$ cat src/rtl/contour_pkg.sv
// Shared definitions for the contour tracer and the bin reader: image geometry,
// bus widths, the bin result record and the reader state encoding.
package contour_pkg;

    localparam int WIDTH   = 640;
    localparam int HEIGHT  = 480;
    localparam int ADDR_W  = 19;
    localparam int BIN_W   = 3;
    localparam int SUM_W   = 28;
    localparam int COUNT_W = 19;
    localparam int X_W     = 10;
    localparam int Y_W     = 9;
    localparam int BBOX_W  = 2 * (X_W + Y_W);

    typedef enum logic [2:0] {
        ST_IDLE,
        ST_SCAN,
        ST_DRAIN,
        ST_EMIT,
        ST_DONE
    } reader_state_e;

    typedef struct packed {
        logic [BIN_W-1:0]   id;
        logic [COUNT_W-1:0] count;
        logic [SUM_W-1:0]   sum_x;
        logic [SUM_W-1:0]   sum_y;
    } bin_rec_t;

    typedef struct packed {
        logic           valid;
        logic [X_W-1:0] x;
        logic [Y_W-1:0] y;
    } pix_tag_t;

endpackage

$ cat src/rtl/contour_tag_pipe.sv
// Delays the {valid, x, y} tag of each issued address by READ_LATENCY cycles so it
// lines up with the BRAM read data for that address.
module contour_tag_pipe
    import contour_pkg::*;
#(
    parameter int READ_LATENCY = 2
) (
    input  logic     clk,
    input  logic     rst,
    input  pix_tag_t tag_i,
    output pix_tag_t tag_o
);

    pix_tag_t stage_q [READ_LATENCY];

    always_ff @(posedge clk or posedge rst) begin
        if (rst) begin
            for (int i = 0; i < READ_LATENCY; i++) begin
                stage_q[i] <= '0;
            end
        end else begin
            stage_q[0] <= tag_i;
            for (int i = 1; i < READ_LATENCY; i++) begin
                stage_q[i] <= stage_q[i-1];
            end
        end
    end

    assign tag_o = stage_q[READ_LATENCY-1];

endmodule

$ cat src/rtl/contour_bin_reader.sv
// Scans the bin-label BRAM, accumulates per-bin count and x/y sums, then streams one
// record per bin over valid/ready. Define CONTOUR_BBOX_EN to add per-bin bounding boxes.
module contour_bin_reader
    import contour_pkg::*;
#(
    parameter int WIDTH        = contour_pkg::WIDTH,
    parameter int HEIGHT       = contour_pkg::HEIGHT,
    parameter int READ_LATENCY = 2,
    parameter int NUM_BINS     = 7
) (
    input  logic               clk,
    input  logic               rst,
    input  logic               start,
    output logic               busy,
    output logic               done,
    output logic [ADDR_W-1:0]  edge_addr_read,
    input  logic [BIN_W-1:0]   bram_read,
    output logic               bin_valid,
    input  logic               bin_ready,
    output logic [BIN_W-1:0]   bin_id,
    output logic [COUNT_W-1:0] bin_count,
    output logic [SUM_W-1:0]   bin_sum_x,
    output logic [SUM_W-1:0]   bin_sum_y
`ifdef CONTOUR_BBOX_EN
    ,
    output logic [BBOX_W-1:0]  bin_bbox
`endif
);

    localparam logic [ADDR_W-1:0] LAST_ADDR  = ADDR_W'(WIDTH * HEIGHT - 1);
    localparam logic [X_W-1:0]    LAST_X     = X_W'(WIDTH - 1);
    localparam logic [3:0]        DRAIN_LOAD = 4'(READ_LATENCY - 1);
    localparam logic [BIN_W-1:0]  LAST_BIN   = BIN_W'(NUM_BINS);

    reader_state_e      state_q, state_d;
    logic [ADDR_W-1:0]  addr_q, addr_d;
    logic [X_W-1:0]     x_q, x_d;
    logic [Y_W-1:0]     y_q, y_d;
    logic [3:0]         drain_q, drain_d;
    logic [BIN_W-1:0]   id_q, id_d;
    logic               clear_acc;

    pix_tag_t           tag_in, tag_out;
    logic               hit;

    logic [COUNT_W-1:0] count_q [NUM_BINS];
    logic [SUM_W-1:0]   sum_x_q [NUM_BINS];
    logic [SUM_W-1:0]   sum_y_q [NUM_BINS];
    bin_rec_t           rec;

    always_ff @(posedge clk or posedge rst) begin
        if (rst) begin
            state_q <= ST_IDLE;
            addr_q  <= '0;
            x_q     <= '0;
            y_q     <= '0;
            drain_q <= '0;
            id_q    <= '0;
        end else begin
            state_q <= state_d;
            addr_q  <= addr_d;
            x_q     <= x_d;
            y_q     <= y_d;
            drain_q <= drain_d;
            id_q    <= id_d;
        end
    end

    always_comb begin
        state_d   = state_q;
        addr_d    = addr_q;
        x_d       = x_q;
        y_d       = y_q;
        drain_d   = drain_q;
        id_d      = id_q;
        clear_acc = 1'b0;
        unique case (state_q)
            ST_IDLE, ST_DONE: begin
                if (start) begin
                    state_d   = ST_SCAN;
                    addr_d    = '0;
                    x_d       = '0;
                    y_d       = '0;
                    id_d      = '0;
                    clear_acc = 1'b1;
                end
            end
            ST_SCAN: begin
                if (addr_q == LAST_ADDR) begin
                    state_d = ST_DRAIN;
                    drain_d = DRAIN_LOAD;
                end else begin
                    addr_d = addr_q + 1'b1;
                    if (x_q == LAST_X) begin
                        x_d = '0;
                        y_d = y_q + 1'b1;
                    end else begin
                        x_d = x_q + 1'b1;
                    end
                end
            end
            ST_DRAIN: begin
                if (drain_q == '0) begin
                    state_d = ST_EMIT;
                    id_d    = 1;
                end else begin
                    drain_d = drain_q - 1'b1;
                end
            end
            ST_EMIT: begin
                if (bin_ready) begin
                    if (id_q == LAST_BIN) begin
                        state_d = ST_DONE;
                        id_d    = '0;
                    end else begin
                        id_d = id_q + 1'b1;
                    end
                end
            end
            default: state_d = ST_IDLE;
        endcase
    end

    assign tag_in = '{valid: (state_q == ST_SCAN), x: x_q, y: y_q};

    contour_tag_pipe #(
        .READ_LATENCY(READ_LATENCY)
    ) u_tag_pipe (
        .clk   (clk),
        .rst   (rst),
        .tag_i (tag_in),
        .tag_o (tag_out)
    );

    // Labels above NUM_BINS are dropped along with background zeros.
    assign hit = tag_out.valid && (bram_read != '0) && (bram_read <= LAST_BIN);

    always_ff @(posedge clk or posedge rst) begin
        if (rst) begin
            for (int b = 0; b < NUM_BINS; b++) begin
                count_q[b] <= '0;
                sum_x_q[b] <= '0;
                sum_y_q[b] <= '0;
            end
        end else if (clear_acc) begin
            for (int b = 0; b < NUM_BINS; b++) begin
                count_q[b] <= '0;
                sum_x_q[b] <= '0;
                sum_y_q[b] <= '0;
            end
        end else if (hit) begin
            for (int b = 0; b < NUM_BINS; b++) begin
                if (bram_read == BIN_W'(b + 1)) begin
                    count_q[b] <= count_q[b] + 1'b1;
                    sum_x_q[b] <= sum_x_q[b] + SUM_W'(tag_out.x);
                    sum_y_q[b] <= sum_y_q[b] + SUM_W'(tag_out.y);
                end
            end
        end
    end

    // Accumulators are frozen during EMIT, so selecting them by the registered
    // bin index gives stable record fields while the consumer stalls.
    always_comb begin
        rec = '0;
        for (int b = 0; b < NUM_BINS; b++) begin
            if (id_q == BIN_W'(b + 1)) begin
                rec.id    = id_q;
                rec.count = count_q[b];
                rec.sum_x = sum_x_q[b];
                rec.sum_y = sum_y_q[b];
            end
        end
    end

`ifdef CONTOUR_BBOX_EN
    logic [X_W-1:0] min_x_q [NUM_BINS];
    logic [Y_W-1:0] min_y_q [NUM_BINS];
    logic [X_W-1:0] max_x_q [NUM_BINS];
    logic [Y_W-1:0] max_y_q [NUM_BINS];

    always_ff @(posedge clk or posedge rst) begin
        if (rst) begin
            for (int b = 0; b < NUM_BINS; b++) begin
                min_x_q[b] <= '1;
                min_y_q[b] <= '1;
                max_x_q[b] <= '0;
                max_y_q[b] <= '0;
            end
        end else if (clear_acc) begin
            for (int b = 0; b < NUM_BINS; b++) begin
                min_x_q[b] <= '1;
                min_y_q[b] <= '1;
                max_x_q[b] <= '0;
                max_y_q[b] <= '0;
            end
        end else if (hit) begin
            for (int b = 0; b < NUM_BINS; b++) begin
                if (bram_read == BIN_W'(b + 1)) begin
                    if (tag_out.x < min_x_q[b]) min_x_q[b] <= tag_out.x;
                    if (tag_out.y < min_y_q[b]) min_y_q[b] <= tag_out.y;
                    if (tag_out.x > max_x_q[b]) max_x_q[b] <= tag_out.x;
                    if (tag_out.y > max_y_q[b]) max_y_q[b] <= tag_out.y;
                end
            end
        end
    end

    always_comb begin
        bin_bbox = '0;
        for (int b = 0; b < NUM_BINS; b++) begin
            if (id_q == BIN_W'(b + 1)) begin
                bin_bbox = {min_x_q[b], min_y_q[b], max_x_q[b], max_y_q[b]};
            end
        end
    end
`endif

    assign busy           = (state_q == ST_SCAN) || (state_q == ST_DRAIN) || (state_q == ST_EMIT);
    assign done           = (state_q == ST_DONE);
    assign bin_valid      = (state_q == ST_EMIT);
    assign edge_addr_read = addr_q;
    assign bin_id         = rec.id;
    assign bin_count      = rec.count;
    assign bin_sum_x      = rec.sum_x;
    assign bin_sum_y      = rec.sum_y;

endmodule

$ cat config.mk
export PLATFORM = sky130hd
export DESIGN_NAME = contour_bin_reader
export DESIGN_NICKNAME = d
export VERILOG_FILES = /design/src/rtl/contour_pkg.sv /design/src/rtl/contour_tag_pipe.sv /design/src/rtl/contour_bin_reader.sv
export SDC_FILE = /design/constraint.sdc
export NUM_CORES = 2
export LEC_CHECK = 0
export ABC_AREA = 0
export CAP_MARGIN = 40
export CORE_ASPECT_RATIO = 0.75
export CORE_MARGIN = 1
export CORE_UTILIZATION = 63
export DETAILED_ROUTE_END_ITERATION = 8
export GPL_TIMING_DRIVEN = 0
export PLACE_DENSITY = 0.83
export RECOVER_POWER = 25
export SLEW_MARGIN = 20
export SYNTH_ARGS = -nofsm -noshare
export SYNTH_HDL_FRONTEND = slang
export SYNTH_SLANG_ARGS = --single-unit
$ cat constraint.sdc
create_clock -name clk -period 27 [get_ports clk]
set_input_delay 2.7 -clock clk [delete_from_list [all_inputs] [get_ports clk]]
set_output_delay 2.7 -clock clk [all_outputs]
set_load 0.005 [all_outputs]
; ---- Yosys cells after proc, flatten, opt, wreduce, memory -nomap -nowiden
; Index checks and enable logic that the tools add are counted.
[classes]
n_eq_ne = 28
reduce_logical = 31
order_cmp = 1
n_addsub = 26
muxes = 61
[op_table]
columns = op, count
row1 = $mux 196, 4
row2 = $mux 78, 7
row3 = $mux 28, 14
row4 = $mux 133, 2
row5 = $add 28x10->28, 7
row6 = $add 28x9->28, 7
row7 = $mux 19, 9
row8 = $add 19x1->19 const B, 8
row9 = $pmux 19 s2, 1
row10 = $mux 10, 3
row11 = $eq 3x3->1 const B, 9
row12 = $mux 3, 9
row13 = $mux 9, 3
row14 = $pmux 10 s2, 1
row15 = $reduce_bool 2->1, 10
row16 = $eq 19x19->1 const B, 1
row17 = $eq 3x2->1 const B, 6
row18 = $pmux 9 s2, 1
row19 = $reduce_and 2->1, 7
row20 = $ne 2x2->1 const B, 6
row21 = $pmux 3 s4, 1
row22 = $add 10x1->10 const B, 1
row23 = $eq 10x10->1 const B, 1
row24 = $add 9x1->9 const B, 1
row25 = other kinds (18), 28
[word_totals]
regBits = 613
out_inout_bits = 100
input_bits = 7
wordCells = 180

; ---- Logic depth before layout (Yosys ltp)
[depth]
ltp_word = 8
mapped_depth = 10
depth_no_buf = 9

; ---- Modules after synthesis
; Synthesis repeated with hierarchy kept, for this count alone.
[unflattened]
hier_cells = 4346
area_unflattened_um2 = 38097.8
[by_module_without_submodules]
columns = module, n_inst, area_each_um2, seq_area_each_um2, cells_each
row1 = contour_bin_reader, 1, 36942.9, 14338.8, 4285
row2 = contour_tag_pipe, 1, 1154.9, 1001.0, 61

; ---- Least setup slack after synthesis
; Ideal clock, no wire load.
[synth_path]
path_kind = flip-flop to output port
start = register id_q[1]
end = output bin_count[0]
stages_incl_launch_ff = 10
required_ps = 24300
path_buffers = 2
arrival_time_ps = 2052
path_slack_ps = 22248
path_cell_list = dfrtp_1 -> inv_1 -> ha_1 -> nor3b_1 -> clkbuf_1 -> clkbuf_1 -> a22oi_1 -> o21ai_0 -> a21oi_1 -> o21ai_0
[synth_via]
elab_chain_len = 8
word_cells_on_any_way = 14
cone_classes = eq/ne: 7 / mux: 7
[synth_lines]
columns = element, line
row1 = from (decl), contour_bin_reader.sv:40  ; logic [BIN_W-1:0] id_q, id_d;
row2 = from (signal assigned), contour_bin_reader.sv:65  ; id_q <= id_d;
row3 = $eq 3x1->1, contour_bin_reader.sv:167  ; if (id_q == BIN_W'(b + 1)) begin
row4 = $mux 78 (6 in series), contour_bin_reader.sv:167
row5 = $mux 78 (*), contour_bin_reader.sv:167
row6 = to (decl), contour_bin_reader.sv:21  ; output logic [COUNT_W-1:0] bin_count,
; Mark *: on every way between the ends. The rest lies on a longest branch, timed or not.

==> run metrics <==
total number of clock tree sinks=613; number of global-route vias before repair=33.59k; power per unit of standard cell area=64.83 mW/mm^2; Std-Cell Rows=77; first-iteration detailed-routing DRC count=5097; Final HPWL DP=93.94 mm; Worst-Margin Slew=5538 ps; syn_area_per_cell=8.700 sq um; distinct cell type count after synthesis=94; maximum number of pins on one net before global-route repair=103; crit path launch type=input pin; final max-slew violation count=369; number of antenna violations at the first check in global routing=5; Critical Path Source=rst; overall routed net length=127.8 mm; clock tree buffer depth=3; worst vdd ir=47.40 uV; number of gates resized after cts=0; clock transition time at the flip-flop clock pins of the worst setup and hold paths=60 ps; overall die area=0.06106 sq mm; global router's overall resource usage=41.03%; global-route wire length before repair=193.7 mm; number of vias per cell after detailed routing=6.765; signal arrival time at the worst endpoint=11460 ps; status=finished with violations; Hold WC Path Type=register to register; violations in the final reports=max-capacitance violations, max-slew violations; post-synthesis instance area=0.03784 sq mm; aggregate negative setup slack=0 ps; Leakage=18.16 nW; final RePlAce weighted congestion=1.016; HP Start=u_tag_pipe.stage_q[39]$_DFF_PP0_; antenna-violating nets left=0; grt ovf=0; Final Cycle Share=44.76%; R2R Path Start=state_q[0]$_DFFE_PP0P_; critical path class=input pin to async pin; number of H-tree levels=3; Max-cap violations=4; Die W=285.0 microns; required time reported for the critical path endpoint=26380 ps; max_slew headroom=-269.2%; total setup violations reported at the end of the flow=0; setup repair after global routing missed its margin=no; maximum operating frequency=82.75 MHz; Final Hold Viols=0; TritonCTS clock tree=done; number of setup buffers added after CTS=0; type of element capturing the critical path=async pin; sequential fraction of the synthesis area=40.53%; net count reported at finish=4731; Final Power=2.758 mW; number of instances in the synthesized netlist=4350; post-placement setup slack=20190 ps; count of buffers from port buffering=106; vertical die dimension=214.3 microns; nets in the synthesized netlist=4522; count of hold buffers inserted by post-cts repair=0; critical path peak fanout=102; via count=36.55k; number of synthesized flops with an enable pin=0; worst-skew pair later-pin latency=620 ps; count of state elements after synthesis=613; Clock Tree Root=clkbuf_16; fraction of final layout cells with drive strength greater than 1=4.641%; number of buffers created by CTS=66; clk_skew=20.52 ps; number of primary I/O pins=107; worst path setup slack after routing=14920 ps; area grow syn2layout=12.43%; placeable core region=0.05915 sq mm; wire length per cell=23.65 microns; yosys warns=0; FFs w/ async S/R, synth=100.0%; effective utilization at floorplan=63.97%; primary flip-flop cell chosen by synthesis mapping=dfrtp_1; residual DRC count=0; min cycle time layout=12080 ps; 1st-pass router iterations=7
-- metal layers --
metal	routed length, microns	vias up	share of wire [%]	GRT usage [%]
li1	-	16110	-	-
met1	50380	17690	39	57.44
met2	54220	2271	42	58.95
met3	15690	468	12	10.49
met4	7448	4	5.8	20.89
met5	30	-	0.023	0
-- cells in the final DEF, fill, tap and decap left out, drive strengths merged, types with 17 or more instances in the layout --
cell and instances:
a211oi 83, a21o 38, a21oi 370, a221o 76, a22o 25, a22oi 73, and2 19, and3 60
buf 57, clkbuf 299, clkdlybuf4s50 104, dfrtp 613, ha 151, inv 60, mux2i 24, nand2 518
nand2b 29, nand3 150, nand4 99, nor2 514, nor2b 18, nor3 57, nor3b 18, nor4 23
o211ai 31, o21a 19, o21ai 367, o21bai 17, o31ai 35, or3 55, xnor2 253, xor2 132
-- state kept, by name, indices dropped and copies added, names as in the netlist --
register	count
count_q	133
id_q	3
y_q	9
sum_x_q	196
u_tag_pipe.tag_o	20
u_tag_pipe.stage_q	20
sum_y_q	196
edge_addr_read	19
drain_q	4
state_q	3
x_q	10
-- final cells by class --
cell class | instances | area, sq um
plain buffers | 225 | 885.9
multi-input cells | 3455 | 21400
diodes | 2 | 5.005
clock inverters | 24 | 290.3
repair buffers | 141 | 1458
clock buffers | 96 | 1956
well taps | 790 | 988.4
fillers | 4500 | 16610
flip-flops and latches | 613 | 15340
inverters | 57 | 222.7
-- per-stage QoR --
step	instances	utilization (%)	area, sq um	hold slack (ps)
floorplan	4350	-	37840	331.2
global placement	5246	67.44	39890	332.9
detailed placement	5272	68.15	40320	334.7
CTS	5392	71.95	42560	345.4
global route	5401	71.92	42540	353.2
finish	5403	71.93	42550	343.9
-- cells in the mapped netlist, types with 55 or more instances --
library cell  number  area [sq um]
clkbuf_1         198         743.2
nand3_1          149         745.7
inv_1             56         210.2
a21oi_1          364          1822
a221o_1           76         760.7
nor3_1            56         280.3
xor2_1           132          1156
a22oi_1           72         540.5
dfrtp_1          613         15340
or3_1             55         344.1
xnor2_1          253          2216
nand4_1           97         606.8
a211oi_1          79         593.1
o21ai_0          362          1812
and3_1            60         375.4
nand2_1          517          1941
ha_1             151          1889
nor2_1           514          1929
-- path summary, 6_finish.rpt --
check	slack, ps	cells after the start	endpoint
max	14920	4	sum_x_q[95]$_DFFE_PP0P_
min	340	0	u_tag_pipe.tag_o[19]$_DFF_PP0_
max reg2reg	22940	9	count_q[113]$_DFFE_PP0P_
min reg2reg	340	0	u_tag_pipe.tag_o[19]$_DFF_PP0_
max in group clk	19190	10	bin_count[2]
min in group asynchronous	4830	3	sum_x_q[185]$_DFFE_PP0P_
-- critical path, cell delays in order --
cell and delay, ps:
dlygate4sd3_1 610, inv_8 60, clkbuf_1 3810, clkbuf_1 4120
-- kinds of logic after synthesis --
| logic type | Yosys count | synth area share (%) |
|---|---|---|
| muxes | 25 | 0.6645 |
| adders and majority gates | 165 | 5.733 |
| buffers and inverters | 282 | 2.903 |
| and+or+nand+nor | 1641 | 20.30 |
| xor gates and xnor gates | 385 | 8.910 |
| DFF | 613 | 40.53 |
| AOI/OAI and AO/OA | 1239 | 20.96 |
-- power breakdown --
group	switching, mW	internal [mW]	leakage (nW)
clock network	0.404	0.555	1.10
registers	0.108	1.01	8.45
logic	0.454	0.232	8.60
Power figures use the tool's default switching activity.
